## src/rtl/oric_tape_pkg.sv

```systemverilog
// oric_tape_pkg
//   Shared types and helpers for the Oric Atmos cassette player.
//   tape_state_t : player FSM states (IDLE, HIGH, LOW)
//   DATA_BITS    : payload bits per frame
//   oric_parity  : parity bit sent after the data (1 when data has an even number of ones)
//   frame_bits   : total bits per frame for a given number of stop bits
package oric_tape_pkg;

  typedef enum logic [1:0] {
    IDLE = 2'd0,
    HIGH = 2'd1,
    LOW  = 2'd2
  } tape_state_t;

  localparam int unsigned DATA_BITS = 8;

  function automatic logic oric_parity(input logic [DATA_BITS-1:0] b);
    return ~^b;
  endfunction

  // start + data + parity + stop
  function automatic int unsigned frame_bits(input int unsigned stop);
    return 1 + DATA_BITS + 1 + stop;
  endfunction

endpackage

```

## src/rtl/oric_tape_unit_timer.sv

```systemverilog
// oric_tape_unit_timer
//   Loadable down-counter measuring a phase of 1 or 2 waveform units.
//   The unit size is re-sampled at the start of every unit.
// Ports:
//   clk_sys        in  system clock
//   reset          in  synchronous active-high reset
//   i_load         in  start a new phase (has priority over counting)
//   i_units        in  phase length in units (1 or 2)
//   i_unit_cycles  in  clock cycles per unit
//   i_en           in  count enable; 0 freezes the timer
//   o_done         out pulse on the last cycle of the phase (only while enabled)
module oric_tape_unit_timer #(
  parameter int unsigned CNT_W = 4
) (
  input  logic             clk_sys,
  input  logic             reset,
  input  logic             i_load,
  input  logic [1:0]       i_units,
  input  logic [CNT_W-1:0] i_unit_cycles,
  input  logic             i_en,
  output logic             o_done
);

  localparam logic [CNT_W-1:0] CNT_ONE = CNT_W'(1);

  logic [CNT_W-1:0] r_cnt;
  // Set while a further whole unit remains after the current one.
  logic             r_left;

  always_ff @(posedge clk_sys) begin
    if (reset) begin
      r_cnt  <= '0;
      r_left <= 1'b0;
    end else if (i_load) begin
      r_cnt  <= i_unit_cycles - CNT_ONE;
      r_left <= (i_units > 2'd1);
    end else if (i_en) begin
      if (r_cnt == '0) begin
        if (r_left) begin
          r_cnt  <= i_unit_cycles - CNT_ONE;
          r_left <= 1'b0;
        end
      end else begin
        r_cnt <= r_cnt - CNT_ONE;
      end
    end
  end

  assign o_done = i_en && (r_cnt == '0) && !r_left;

endmodule

```

## src/rtl/oric_tape_player.sv

```systemverilog
// oric_tape_player
//   Serialises bytes into the Oric fast-format cassette waveform for K7_TAPEIN.
//   Frame: start 0, data LSB first, parity, STOP_BITS ones. Each bit is 1 unit
//   high followed by 1 unit low ('1') or 2 units low ('0').
//   Optional macro ORIC_TAPE_TURBO_EN adds a turbo input selecting UNIT_CYCLES/8.
// Ports:
//   clk_sys      in  24 MHz system clock
//   reset        in  synchronous active-high reset
//   byte_valid   in  upstream byte available
//   byte_data    in  byte to play (sampled on handshake only)
//   byte_ready   out block accepts a byte this cycle
//   remote       in  motor relay; 0 pauses playback
//   turbo        in  (ORIC_TAPE_TURBO_EN only) shortened unit length
//   tape_out     out cassette waveform
//   busy         out frame in progress, including while paused
//   frame_count  out frames completed since reset, wrapping
module oric_tape_player
  import oric_tape_pkg::*;
#(
  parameter int unsigned UNIT_CYCLES = 5000,
  parameter int unsigned STOP_BITS   = 4
) (
  input  logic        clk_sys,
  input  logic        reset,
  input  logic        byte_valid,
  input  logic [7:0]  byte_data,
  output logic        byte_ready,
  input  logic        remote,
`ifdef ORIC_TAPE_TURBO_EN
  input  logic        turbo,
`endif
  output logic        tape_out,
  output logic        busy,
  output logic [15:0] frame_count
);

  localparam int unsigned FRAME_BITS = frame_bits(STOP_BITS);
  localparam int unsigned CNT_W      = $clog2(UNIT_CYCLES * 2);
  localparam int unsigned IDX_W      = $clog2(FRAME_BITS);

  localparam logic [IDX_W-1:0] LAST_IDX  = IDX_W'(FRAME_BITS - 1);
  localparam logic [IDX_W-1:0] IDX_ONE   = IDX_W'(1);
  localparam logic [CNT_W-1:0] UNIT_NORM = CNT_W'(UNIT_CYCLES);

  tape_state_t           r_state;
  logic [FRAME_BITS-1:0] r_shift;
  logic [IDX_W-1:0]      r_bit_idx;
  logic [15:0]           r_frame_count;

  logic             w_accept;
  logic             w_last;
  logic             w_load;
  logic [1:0]       w_units;
  logic             w_done;
  logic [CNT_W-1:0] w_unit_cycles;

`ifdef ORIC_TAPE_TURBO_EN
  localparam logic [CNT_W-1:0] UNIT_FAST = CNT_W'(UNIT_CYCLES / 8);
  assign w_unit_cycles = turbo ? UNIT_FAST : UNIT_NORM;
`else
  assign w_unit_cycles = UNIT_NORM;
`endif

  // Gating with reset keeps the handshake closed while reset is held.
  assign byte_ready = (r_state == IDLE) && remote && !reset;
  assign w_accept   = byte_valid && byte_ready;
  assign w_last     = (r_bit_idx == LAST_IDX);

  // Timer phase loads happen on state transitions so each phase starts counting
  // in its first cycle.
  always_comb begin
    w_load  = 1'b0;
    w_units = 2'd1;
    unique case (r_state)
      IDLE: w_load = w_accept;
      HIGH: begin
        if (w_done) begin
          w_load  = 1'b1;
          w_units = r_shift[0] ? 2'd1 : 2'd2;
        end
      end
      LOW:  w_load = w_done && !w_last;
      default: ;
    endcase
  end

  oric_tape_unit_timer #(
    .CNT_W(CNT_W)
  ) u_timer (
    .clk_sys       (clk_sys),
    .reset         (reset),
    .i_load        (w_load),
    .i_units       (w_units),
    .i_unit_cycles (w_unit_cycles),
    .i_en          (remote),
    .o_done        (w_done)
  );

  always_ff @(posedge clk_sys) begin
    if (reset) begin
      r_state       <= IDLE;
      r_shift       <= '0;
      r_bit_idx     <= '0;
      r_frame_count <= '0;
    end else begin
      unique case (r_state)
        IDLE: begin
          if (w_accept) begin
            r_shift   <= {{STOP_BITS{1'b1}}, oric_parity(byte_data), byte_data, 1'b0};
            r_bit_idx <= '0;
            r_state   <= HIGH;
          end
        end
        HIGH: begin
          if (w_done) r_state <= LOW;
        end
        LOW: begin
          if (w_done) begin
            if (w_last) begin
              r_state       <= IDLE;
              r_frame_count <= r_frame_count + 16'd1;
            end else begin
              r_shift   <= {1'b1, r_shift[FRAME_BITS-1:1]};
              r_bit_idx <= r_bit_idx + IDX_ONE;
              r_state   <= HIGH;
            end
          end
        end
        default: r_state <= IDLE;
      endcase
    end
  end

  assign tape_out    = (r_state == HIGH);
  assign busy        = (r_state != IDLE);
  assign frame_count = r_frame_count;

endmodule

```

## config.mk

```make
export PLATFORM = sky130hd
export DESIGN_NAME = oric_tape_player
export DESIGN_NICKNAME = d
export VERILOG_FILES = /design/src/rtl/oric_tape_pkg.sv /design/src/rtl/oric_tape_unit_timer.sv /design/src/rtl/oric_tape_player.sv
export SDC_FILE = /design/constraint.sdc
export NUM_CORES = 1
export LEC_CHECK = 0
export ABC_AREA = 1
export CAP_MARGIN = 30
export CORE_MARGIN = 2
export CORE_UTILIZATION = 34
export DETAILED_ROUTE_END_ITERATION = 7
export GPL_ROUTABILITY_DRIVEN = 0
export GPL_TIMING_DRIVEN = 0
export PLACE_DENSITY = 0.62
export SYNTH_ARGS = -nofsm -noshare
export SYNTH_HDL_FRONTEND = slang
export SYNTH_SLANG_ARGS = --single-unit
```

## constraint.sdc

```tcl
create_clock -name clk_sys -period 4.2 [get_ports clk_sys]
set_clock_uncertainty 0.1 [all_clocks]
set_input_delay 0.84 -clock clk_sys [delete_from_list [all_inputs] [get_ports clk_sys]]
set_output_delay 0.84 -clock clk_sys [all_outputs]
set_load 0.02 [all_outputs]
```

==> results.py, run 1 <==
metrics = {
    "critical_path": {
        "endpoint_kind": "primary output",
        "path_common_cell": "clkdlybuf4s50_1",
        "cp_slowest_stage_delay_ns": 0.64,
        "cp_slowest_cell": "clkdlybuf4s50_1",
        "worstPathArrival_ns": 2.46,
        "worstPathMaxFanout": 6,
        "worstPathRequired_ns": 3.26,
        "critPathKind": "input port to primary output",
        "crit_chain": "clkdlybuf4s50_1 -> inv_2 -> nor3_4 -> clkdlybuf4s50_1",
        "startpoint_type": "input port",
    },
    "place": {
        "dp_cells": 617,
        "portBuffers": 30,
        "dp.final_hpwl_um": 5704,
    },
    "global_routing": {
        "grt.busiest_layer": "met2",
        "grt_pass1_wl_um": 12960,
        "grt_pass1_vias": 2816,
        "met3_usage": 0.02766,
        "antenna_found_initial": 0,
        "use_met2": 0.2573,
        "grtUsageMet1": 0.2118,
        "grt_use_total": 0.1593,
        "grt-ovfl-total": 0,
        "grt_max_degree": 17,
    },
    "power_and_ir_drop": {
        "p_int_mw": 0.9425,
        "p_total_mw": 1.534,
        "p_per_area_nw_per_um2": 423.6,
        "p_sw_mw": 0.5914,
        "leakagePower_nw": 1.533,
        "clkPwrFrac": 0.231,
        "switching_share": 0.3855,
        "power_frac_comb": 0.381,
        "max-vdd-ir-drop_v": 0.0001584,
        "pwr-share-seq": 0.387,
    },
    "layout": {
        "nets": 533,
        "fillers": 941,
        "syn2layout_area_growth_pct": 17.83,
        "drive_gt1_frac": 0.07157,
        "antenna_cells": 0,
        "fin_cells": 625,
    },
    "clock_tree": {
        "root_buffer": "clkbuf_8",
        "clk_pin_slew_ns": 0.10,
        "cts_buffers": 5,
        "cts_tree": "built",
        "post_cts.repair.setup_buffers": 0,
        "clkLatencyLatePin_ns": 0.31,
        "cts_hold_buf": 0,
        "post_cts_resize_count": 0,
        "clockBufferDepth": 2,
        "htreeDepth": 2,
        "clock_sinks": 51,
    },
    "sta": {
        "finalCriticalPeriod_ns": 3.396,
        "worstMarginPinSlew_ns": 0.6414,
        "slew_headroom": 0.5708,
        "setup_tns_ns": 0,
        "final_max_slew_viol_count": 0,
        "finalCritPeriodShare": 0.8086,
        "holdWs_ns": 0.3648,
        "setup_viol": 0,
        "rsz0062_at_grt": "false",
        "finalHoldViolations": 0,
        "fmax_mhz": 294.4,
    },
    "detailed_routing": {
        "viasPerCell": 4.837,
        "num_vias": 3023,
        "drc": 0,
        "ant_nets": 0,
        "drt_iter0_markers": 104,
        "wl_um": 7533,
        "wl_per_cell_um": 12.05,
        "dr.pass1.iters": 4,
    },
    "die": {
        "die_area_um2": 9815,
        "die_h_um": 99.07,
        "die_x_um": 99.07,
        "io_pins": 31,
        "initial_utilization": 0.3507,
        "rows": 34,
        "core_um2": 8763,
    },
    "logic_synthesis": {
        "synth_area_leaders": "dfxtp_1, nand2_1, inv_1",
        "synth_top_area_frac": 0.3322,
        "syn_area_per_cell_um2": 6.415,
        "post_synth_inst_count": 479,
        "ys_types": 28,
        "synth_seq_area_share": 0.3322,
        "ys.flop_type": "dfxtp_1",
        "async_reset_ff_frac": 0,
        "ys_ff_latch": 51,
        "netlist.top_cell.by_area": "dfxtp_1",
        "syn_area_um2": 3073,
        "synth_edf_count": 0,
        "syn_nets": 496,
        "yosysWarnings": 0,
    },
    "outcome": {
        "status": "complete, no violations",
    },
    "min_path": {
        "hold_path_class": "register to register",
    },
    "job": {
        "drv_cap": 0,
    },
}
[stage by stage]
step                area [µm²]  worst slack (ns)    util
global route              3621            0.7087  0.4132
floorplan                 3073             2.102       -
detailed placement        3508            0.7915  0.4003
finish                    3621            0.8037  0.4132
CTS                       3621            0.7889  0.4132
global placement          3508            0.8043  0.4003
[power groups by stage]
stage,clock [mW],sequential [mW],combinational [mW]
CTS,0.362,0.594,0.588
floorplan,0,0.597,0.453
global placement,0,0.603,0.575
detailed placement,0,0.605,0.584
global route,0.387,0.603,0.670
finish,0.355,0.594,0.585
[synth_stat cells, types with 2 or more instances]
cell type    n
ha_1         5
o21ai_0     15
nand3_4      2
nand2_1    130
nand2_2      3
nor2_1      58
nor2_2       7
inv_2        3
nor3_1      10
buf_4        3
a21oi_1     30
xnor2_1      6
inv_1       61
buf_2        6
xor2_1      13
clkbuf_1     4
nand4_1     27
nand3_1     36
dfxtp_1     51
[worst max-delay path, delay by kind of cell]
kind                   cells  cell delay (ns)
buffers and inverters      3             1.36
AND/OR/NAND/NOR            1             0.25
[cell type report]
cell class / count / area [µm²] / area share
plain buffers: 14 / 78.83 / 0.02177
clock buffers: 5 / 68.82 / 0.01900
clock inverters: 3 / 43.79 / 0.01209
inverters: 64 / 240.2 / 0.06634
multi-input cells: 350 / 1733 / 0.4786
flip-flops and latches: 51 / 1021 / 0.2820
well taps: 108 / 135.1 / 0.03732
repair buffers: 30 / 300.3 / 0.08293
[routing by layer]
metal,part of all wire,routed length [µm],vias up
met1,0.48,3635,1358
met4,0.021,155,0
met3,0.024,184,14
li1,-,-,1608
met2,0.47,3558,43
met5,0,0,-
[registers in the layout, summed over array words and instances, names as in the netlist]
register	cells
frame_count	16
r_bit_idx	4
u_timer.r_left	1
r_state	2
r_shift	14
u_timer.r_cnt	14
[final timing paths]
kind                      from         endpoint  slack [ns]  cells past startpoint
setup reg to reg  r_bit_idx[0]  frame_count[15]        2.21                      7
setup / recovery        remote       byte_ready        0.80                      4
hold / removal      r_shift[0]       r_shift[0]        0.36                      2
hold reg to reg     r_shift[0]       r_shift[0]        0.36                      2
[cells in the final DEF, fill, tap and decap left out]
| master | n |
|---|---|
| buf_6 | 1 |
| xor2_1 | 13 |
| clkinv_2 | 1 |
| nand3_2 | 1 |
| inv_2 | 3 |
| clkinv_4 | 1 |
| clkdlybuf4s50_1 | 30 |
| ha_1 | 5 |
| o21ai_0 | 15 |
| bufinv_16 | 1 |
| dfxtp_1 | 51 |
| clkbuf_8 | 5 |
| xnor2_1 | 6 |
| a31o_2 | 1 |
| nand4_1 | 27 |
| nand3_4 | 2 |
| a21oi_1 | 30 |
| nor2_1 | 58 |
| nand2_1 | 130 |
| nor2_2 | 7 |
| buf_2 | 6 |
| o21bai_1 | 1 |
| clkbuf_1 | 4 |
| a21boi_0 | 1 |
| nand3_1 | 36 |
| nand3b_1 | 1 |
| nor3_4 | 1 |
| buf_4 | 3 |
| or2_0 | 1 |
| inv_1 | 61 |
| nand2_2 | 3 |
| nand4_2 | 1 |
| nor3_1 | 10 |
[logic make-up (layout without fill, tap and decap cells)]
group	Yosys count	after routing	share of synthesized area
buf+inv	78	116	0.1038
flops	51	51	0.3322
fa+ha+maj	5	5	0.02036
compound gates	48	48	0.08103
xor+xnor	19	19	0.05415
simple gates	278	278	0.4084
Power figures use the tool's default switching activity.
==> inputs of run 2 (changes only) <==
PLACE_DENSITY = 0.64   (was 0.62)
clock period = 3 ns   (was 4.2 ns; I/O delays follow)
==> run 2 against run 1 <==
Effect of this change:
- wire length down 1.5%
- critical path type unchanged
- die area stayed put
- core utilization up 0.23 points
- highest routed layer unchanged
- count of clock-buffer cells in the layout grew 1
- register-to-register slack got worse by 1.2 ns
==> results.py, run 2 (same netlist as run 1, synthesis figures left out) <==
metrics = {
    "outcome": {
        "status": "complete, no violations",
    },
    "critical_path": {
        "cp_slowest_stage_delay_ns": 0.65,
        "worstPathMaxFanout": 6,
        "cp_slowest_cell": "clkdlybuf4s50_1",
        "path_delay_family": "buffers and inverters",
        "worstPathArrival_ns": 2.19,
        "path_buf_inv": 3,
        "startpoint_type": "input port",
        "endpoint_kind": "primary output",
        "r2r_start": "u_timer.r_cnt[0]",
        "crit-reg2reg-capture": "r_shift[7]",
        "critPathKind": "input port to primary output",
        "worstPathRequired_ns": 2.30,
        "rrSetupSlack_ns": 1.01,
        "path_common_cell": "clkdlybuf4s50_1",
        "reg2regPathDepth": 10,
        "crit_chain": "clkdlybuf4s50_1 -> inv_2 -> nor3_4 -> clkdlybuf4s50_1",
    },
    "detailed_routing": {
        "wl_per_cell_um": 11.87,
        "dr.pass1.iters": 4,
        "drc": 0,
        "ant_nets": 0,
        "drt_iter0_markers": 172,
        "viasPerCell": 4.878,
        "num_vias": 3049,
        "wl_um": 7421,
    },
    "die": {
        "io_pins": 31,
        "die_x_um": 99.07,
        "rows": 34,
        "initial_utilization": 0.3507,
        "core_um2": 8763,
        "die_area_um2": 9815,
        "die_h_um": 99.07,
    },
    "place": {
        "portBuffers": 30,
        "dp_cells": 617,
        "dp.final_hpwl_um": 5649,
    },
    "global_routing": {
        "antenna_found_initial": 0,
        "grt_max_degree": 16,
        "grt_pass1_vias": 2839,
        "grt_use_total": 0.1583,
        "grt-ovfl-total": 0,
        "grt_pass1_wl_um": 12900,
    },
    "layout": {
        "syn2layout_area_growth_pct": 18.49,
        "fillers": 944,
        "layout_commonest_cell": "nand2_1",
        "antenna_cells": 0,
        "largest_reg_flops": 16,
        "drive_gt1_frac": 0.06963,
        "fin_cells": 625,
        "nets": 533,
        "final_cell_mix": "nand2_1, inv_1, nor2_1, dfxtp_1, nand3_1",
    },
    "clock_tree": {
        "clock_sinks": 51,
        "cts_buffers": 5,
        "clkLatencyLatePin_ns": 0.31,
        "htreeDepth": 2,
        "clk_pin_slew_ns": 0.10,
        "root_buffer": "clkbuf_8",
        "post_cts_resize_count": 0,
        "post_cts.repair.setup_buffers": 0,
        "cts_hold_buf": 0,
        "clockBufferDepth": 2,
        "cts_tree": "built",
    },
    "power_and_ir_drop": {
        "max-vdd-ir-drop_v": 0.0002319,
        "leakagePower_nw": 1.540,
        "p_per_area_nw_per_um2": 612.7,
    },
    "sta": {
        "fmax_mhz": 345.8,
        "finalCriticalPeriod_ns": 2.892,
        "final_max_slew_viol_count": 0,
        "setup_viol": 0,
        "setup_tns_ns": 0,
        "finalCritPeriodShare": 0.9640,
        "slew_headroom": 0.5971,
        "worstMarginPinSlew_ns": 0.6022,
        "finalHoldViolations": 0,
        "rsz0062_at_grt": "false",
    },
    "min_path": {
        "hp-start": "r_shift[0]",
        "whs_path_depth": 2,
        "holdPathEnd": "r_shift[0]",
        "hold_path_class": "register to register",
    },
    "job": {
        "drv_cap": 0,
    },
}
## run 2: routing by layer
| layer | up-vias | share of wire | GRT usage |
|---|---|---|---|
| met1 | 1389 | 0.48 | 0.2044 |
| met5 | - | 0 | 0 |
| met4 | 0 | 0.015 | 0.04531 |
| met3 | 10 | 0.022 | 0.02411 |
| li1 | 1607 | - | - |
| met2 | 43 | 0.48 | 0.2734 |
## run 2: power by group
| part | switching, mW | total [mW] | internal, mW |
|---|---|---|---|
| clock | 0.242 | 0.575 | 0.334 |
| sequential | 0.0546 | 0.834 | 0.779 |
| combinational | 0.530 | 0.822 | 0.292 |
## run 2: area by class of cell
class | instances | area, µm² | area share
multi-input combinational | 350 | 1733 | 0.4759
sequential | 51 | 1021 | 0.2804
timing repair buffer | 30 | 300.3 | 0.08247
inverter | 64 | 240.2 | 0.06598
tap | 108 | 135.1 | 0.03711
buffer | 14 | 78.83 | 0.02165
clock buffer | 6 | 72.57 | 0.01993
clock inverter | 2 | 60.06 | 0.01649
## run 2: tightest hold or removal path, stage by stage (launching register included)
cell     delay [ns]
dfxtp_1        0.32
nand2_1        0.06
a21oi_1        0.05
## run 2: how the worst max path moves through the flow
stage                       from            to  slack [ns]  cells after the start
final                     remote    byte_ready        0.11                      4
after detailed placement  remote    byte_ready        0.10                      4
after global routing      remote    byte_ready        0.03                      4
after floorplan           remote  r_bit_idx[0]        1.19                      8
after global placement    remote    byte_ready        0.11                      4
after CTS                 remote    byte_ready         0.1                      4
## run 2: stage by stage
step	instance area [µm²]	setup slack, ns	hold WS (ns)	power, mW	util
6_report	3641	0.1080	0.3610	2.231	0.4155
3_3_place_gp	3508	0.1132	0.3460	1.649	0.4003
3_5_place_dp	3508	0.1036	0.3463	1.668	0.4003
5_1_grt	3641	0.03225	0.3806	2.394	0.4155
2_1_floorplan	3073	1.194	0.3345	1.470	-
4_1_cts	3641	0.09877	0.3609	2.245	0.4155
==> RTL edit 1 (config.mk and constraints of run 2) <==
The 3 states of `tape_state_t` get a one-hot encoding in 3 bits.
--- a/src/rtl/oric_tape_pkg.sv
+++ b/src/rtl/oric_tape_pkg.sv
@@ -6,10 +6,10 @@
 //   frame_bits   : total bits per frame for a given number of stop bits
 package oric_tape_pkg;
 
-  typedef enum logic [1:0] {
-    IDLE = 2'd0,
-    HIGH = 2'd1,
-    LOW  = 2'd2
+  typedef enum logic [2:0] {
+    IDLE = 3'b001,
+    HIGH = 3'b010,
+    LOW  = 3'b100
   } tape_state_t;
 
   localparam int unsigned DATA_BITS = 8;
Behaviour: same outputs for any inputs over 10 cycles, from zero or initial values and one cycle with reset high; not proved beyond that.
==> RTL edit 1 against run 2 <==
  * Synthesized cell count down 11%
  * Total power up 13%
  * Area after synthesis down 4.8%
  * Clock power down 16%
  * Setup slack better by 0.22 ns
  * Routed wire length down 15%
  * Worst hold slack better by 0.0072 ns
  * Sequential cell count up 1
  * Cell area down 5.4%
==> RTL edit 1: results (changes against run 2) <==
| Item | Reported | Unit | vs run 2 |
|---|---|---|---|
| Result of the run | complete, no violations | - | unchanged |
| Sequential power | 946 | µW | was 834 µW |
| Placed cells | 561 | - | was 617 |
| Worst slew pin tran | 0.679 | ns | was 0.602 ns |
| Sequential portion of the cell area | 0.302 | - | was 0.280 |
| Internal power | 1.50 | mW | was 1.40 mW |
| Commonest cells post-synth | sky130_fd_sc_hd__nand2_1, sky130_fd_sc_hd__nor2_1, sky130_fd_sc_hd__dfxtp_1 | - | was sky130_fd_sc_hd__nand2_1, sky130_fd_sc_hd__inv_1, sky130_fd_sc_hd__nor2_1 |
| Total half-perimeter wirelength after legalization and detailed placement | 4860 | µm | was 5650 µm |
| Largest fanout on the critical path | 5 | - | was 6 |
| Total clock network power | 485 | µW | was 575 µW |
| Net count after synthesis | 445 | - | was 496 |
| Non-clock inverter instance count of the final layout | 49 | - | was 64 |
| Post-placement setup slack | 0.659 | ns | was 0.104 ns |
| Register area share after synthesis | 0.356 | - | was 0.332 |
| Switching fraction of total power | 0.404 | - | was 0.370 |
| Number of multi-input logic gates | 317 | - | was 350 |
| Non-clock buffers, area share | 0.0973 | - | was 0.104 |
| Share of cells above drive strength 1 | 0.106 | - | was 0.0696 |
| Buffers outside the clock class | 38 | - | was 44 |
| Tapcells | 105 | - | was 108 |
| Via Count | 2676 | - | was 3049 |
| Number of buffers added on ports | 28 | - | was 30 |
| Unique cell type count in the Yosys netlist | 36 | - | was 28 |
| Post-synthesis sequential element count | 52 | - | was 51 |
| GRT Resource Usage Total | 0.137 | - | was 0.158 |
| Multi-input gate share of total cell area | 0.477 | - | was 0.476 |
## RTL edit 1: layer usage
metal / global-route usage / wire, µm
met5: 0 / 0
met1: 0.186 / 3270
met2: 0.224 / 2790
met4: 0.0303 / 49
met3: 0.0296 / 228
## RTL edit 1: worst max-delay path, cell delays in order, from the launching register on
cell,delay [ns]
sky130_fd_sc_hd__dfxtp_1,0.34
sky130_fd_sc_hd__inv_1,0.07
sky130_fd_sc_hd__nor3_1,0.53
sky130_fd_sc_hd__clkdlybuf4s50_1,0.74
## RTL edit 1: cell families after synthesis
group           synth area share
simple gates               0.364
buf+inv                   0.0821
flops                      0.356
compound gates            0.0992
xor+xnor                  0.0778
fa+ha+maj                 0.0214
## RTL edit 1: final timing paths
path / startpoint / end / slack [ns] / depth (start not counted)
min reg2reg: r_shift[13] / r_shift[13] / 0.37 / 1
max reg2reg: u_timer.r_cnt[0] / u_timer.r_cnt[2] / 0.94 / 9
max: r_state[1] / tape_out / 0.33 / 3
min: r_shift[13] / r_shift[13] / 0.37 / 1
==> RTL edit 2 (config.mk and constraints of run 2) <==
Without the edit above. Add a define of `ORIC_TAPE_TURBO_EN`.
--- a/src/rtl/oric_tape_player.sv
+++ b/src/rtl/oric_tape_player.sv
@@ -14,6 +14,8 @@
 //   tape_out     out cassette waveform
 //   busy         out frame in progress, including while paused
 //   frame_count  out frames completed since reset, wrapping
+`define ORIC_TAPE_TURBO_EN
+
 module oric_tape_player
   import oric_tape_pkg::*;
 #(
Ports: changed (added turbo); port bits go from 31 to 32. No check against the original RTL was run, so the function may have changed too.
==> RTL edit 2 against run 2 <==
  * First-iteration DRC count shrank 38%
  * Total power grew 6.0%
  * Sequential cell count did not move
  * Sequential power shrank 2%
  * Die area hardly changed
  * Setup slack improved by 0.29 ns
  * Critical path depth unchanged
  * Area after synthesis is essentially flat
  * Routed wire length increased by 1.2%
  * Synthesized cell count is 2.1% lower
  * Cell area down 0.89%
  * Critical path type unchanged
  * Critical endpoint unchanged
  * Largest cell class unchanged
==> RTL edit 2: results (changes against run 2) <==
| Item | Reported | Unit | vs run 2 |
|---|---|---|---|
| Result of the run | complete, no violations | - | unchanged |
| Global-route wire length before repair | 12800 | µm | was 12900 µm |
| Synth Instances | 469 | - | was 479 |
| Unique cell type count in the Yosys netlist | 35 | - | was 28 |
| Total half-perimeter wirelength after legalization and detailed placement | 5580 | µm | was 5650 µm |
| Placed cells | 607 | - | was 617 |
| Startpoint of the lowest-slack hold path | r_shift[3] | - | was r_shift[0] |
| Vias in the first global route | 2791 | - | was 2839 |
| Net count after synthesis | 487 | - | was 496 |
| Wire length on met1 | 3630 | µm | was 3560 µm |
| Endpoint arrival time on the critical path | 1.90 | ns | was 2.19 ns |
| Count of routing violations after the opening detailed-route iteration | 107 | - | was 172 |
| Synth area leaders | sky130_fd_sc_hd__dfxtp_1, sky130_fd_sc_hd__nand2_1, sky130_fd_sc_hd__inv_1 | - | unchanged |
| Clock network area share | 0.0277 | - | was 0.0364 |
| R2R depth | 9 | - | was 10 |
| Largest fanout on the critical path | 7 | - | was 6 |
| Number of buffers added on ports | 30 | - | unchanged |
| Multi-input combinational cell area | 1730 | µm² | about the same |
| GRT Resource Usage Total | 0.158 | - | about the same |
| Register area share after synthesis | 0.333 | - | was 0.332 |
| Non-clock buffers, area share | 0.102 | - | was 0.104 |
| Standard cell area after detailed placement | 3510 | µm² | about the same |
| Filler instances | 922 | - | was 944 |
| Clock buffer instance count of the final layout | 5 | - | was 6 |
| Seq_cells | 51 | - | unchanged |
| Largest net degree at the start of global routing | 20 | - | was 16 |
| Met3 Routed Length | 191 | µm | was 165 µm |
| Via Count | 2971 | - | was 3049 |
| Clock power share | 0.190 | - | was 0.258 |
| Non-clock inverter instance count of the final layout | 67 | - | was 64 |
| Number of multi-input logic gates | 340 | - | was 350 |
| Buffers outside the clock class | 41 | - | was 44 |
| Share of cells above drive strength 1 | 0.0690 | - | was 0.0696 |
| Logic gate share of total power | 0.463 | - | was 0.368 |
| GR met3 Demand/Resource | 0.0234 | - | was 0.0241 |
| Reg2Reg Capture Point | frame_count[12] | - | was r_shift[7] |
| Start point of the critical path | remote | - | unchanged |
| Net Sw Power | 1.02 | mW | was 826 µW |
| Antenna violations before repair | 0 | - | unchanged |
| Global-route met2 utilization | 0.262 | - | was 0.273 |
| Terminating pin of the worst hold path | r_shift[3] | - | was r_shift[0] |
| Commonest cells post-synth | sky130_fd_sc_hd__nand2_1, sky130_fd_sc_hd__inv_1, sky130_fd_sc_hd__dfxtp_1 | - | was sky130_fd_sc_hd__nand2_1, sky130_fd_sc_hd__inv_1, sky130_fd_sc_hd__nor2_1 |
| Met2 layer wire length in the routed design | 3550 | µm | was 3590 µm |
| Final nets | 524 | - | was 533 |
| DRT Wirelength | 7510 | µm | was 7420 µm |
| Worst slew pin tran | 0.567 | ns | was 0.602 ns |
| Worst VDD drop | 278 | µV | was 232 µV |
| Detailed-route wire length per cell | 12.2 | µm | was 11.9 µm |
| Leakage | 1.52 | nW | was 1.54 nW |
RTL edit 2: changes by cell type after synthesis, moves of 4 or more:
cell	delta
sky130_fd_sc_hd__nand4_1	-23
sky130_fd_sc_hd__a21oi_1	+13
sky130_fd_sc_hd__nor2_1	-21
sky130_fd_sc_hd__xnor2_1	+5
sky130_fd_sc_hd__o21ai_0	+4
sky130_fd_sc_hd__o21ai_1	+6
RTL edit 2: logic make-up after synthesis:
kind of cell / after synthesis / synth area share
compound gates: 71 / 0.118
fa+ha+maj: 5 / 0.0204
xor+xnor: 26 / 0.0742
flops: 51 / 0.333
mux: 1 / 0.00733
simple gates: 237 / 0.345
buf+inv: 78 / 0.103
RTL edit 2: through the flow:
stage	hold WS [ns]	utilization	total power, mW	setup WS, ns
after floorplan	0.325	-	1.69	0.922
after global placement	0.337	0.402	1.91	0.0242
after detailed placement	0.344	0.402	1.92	0.0269
after CTS	0.359	0.413	2.39	0.0174
after global routing	0.381	0.414	2.61	0.369
final	0.356	0.414	2.36	0.401
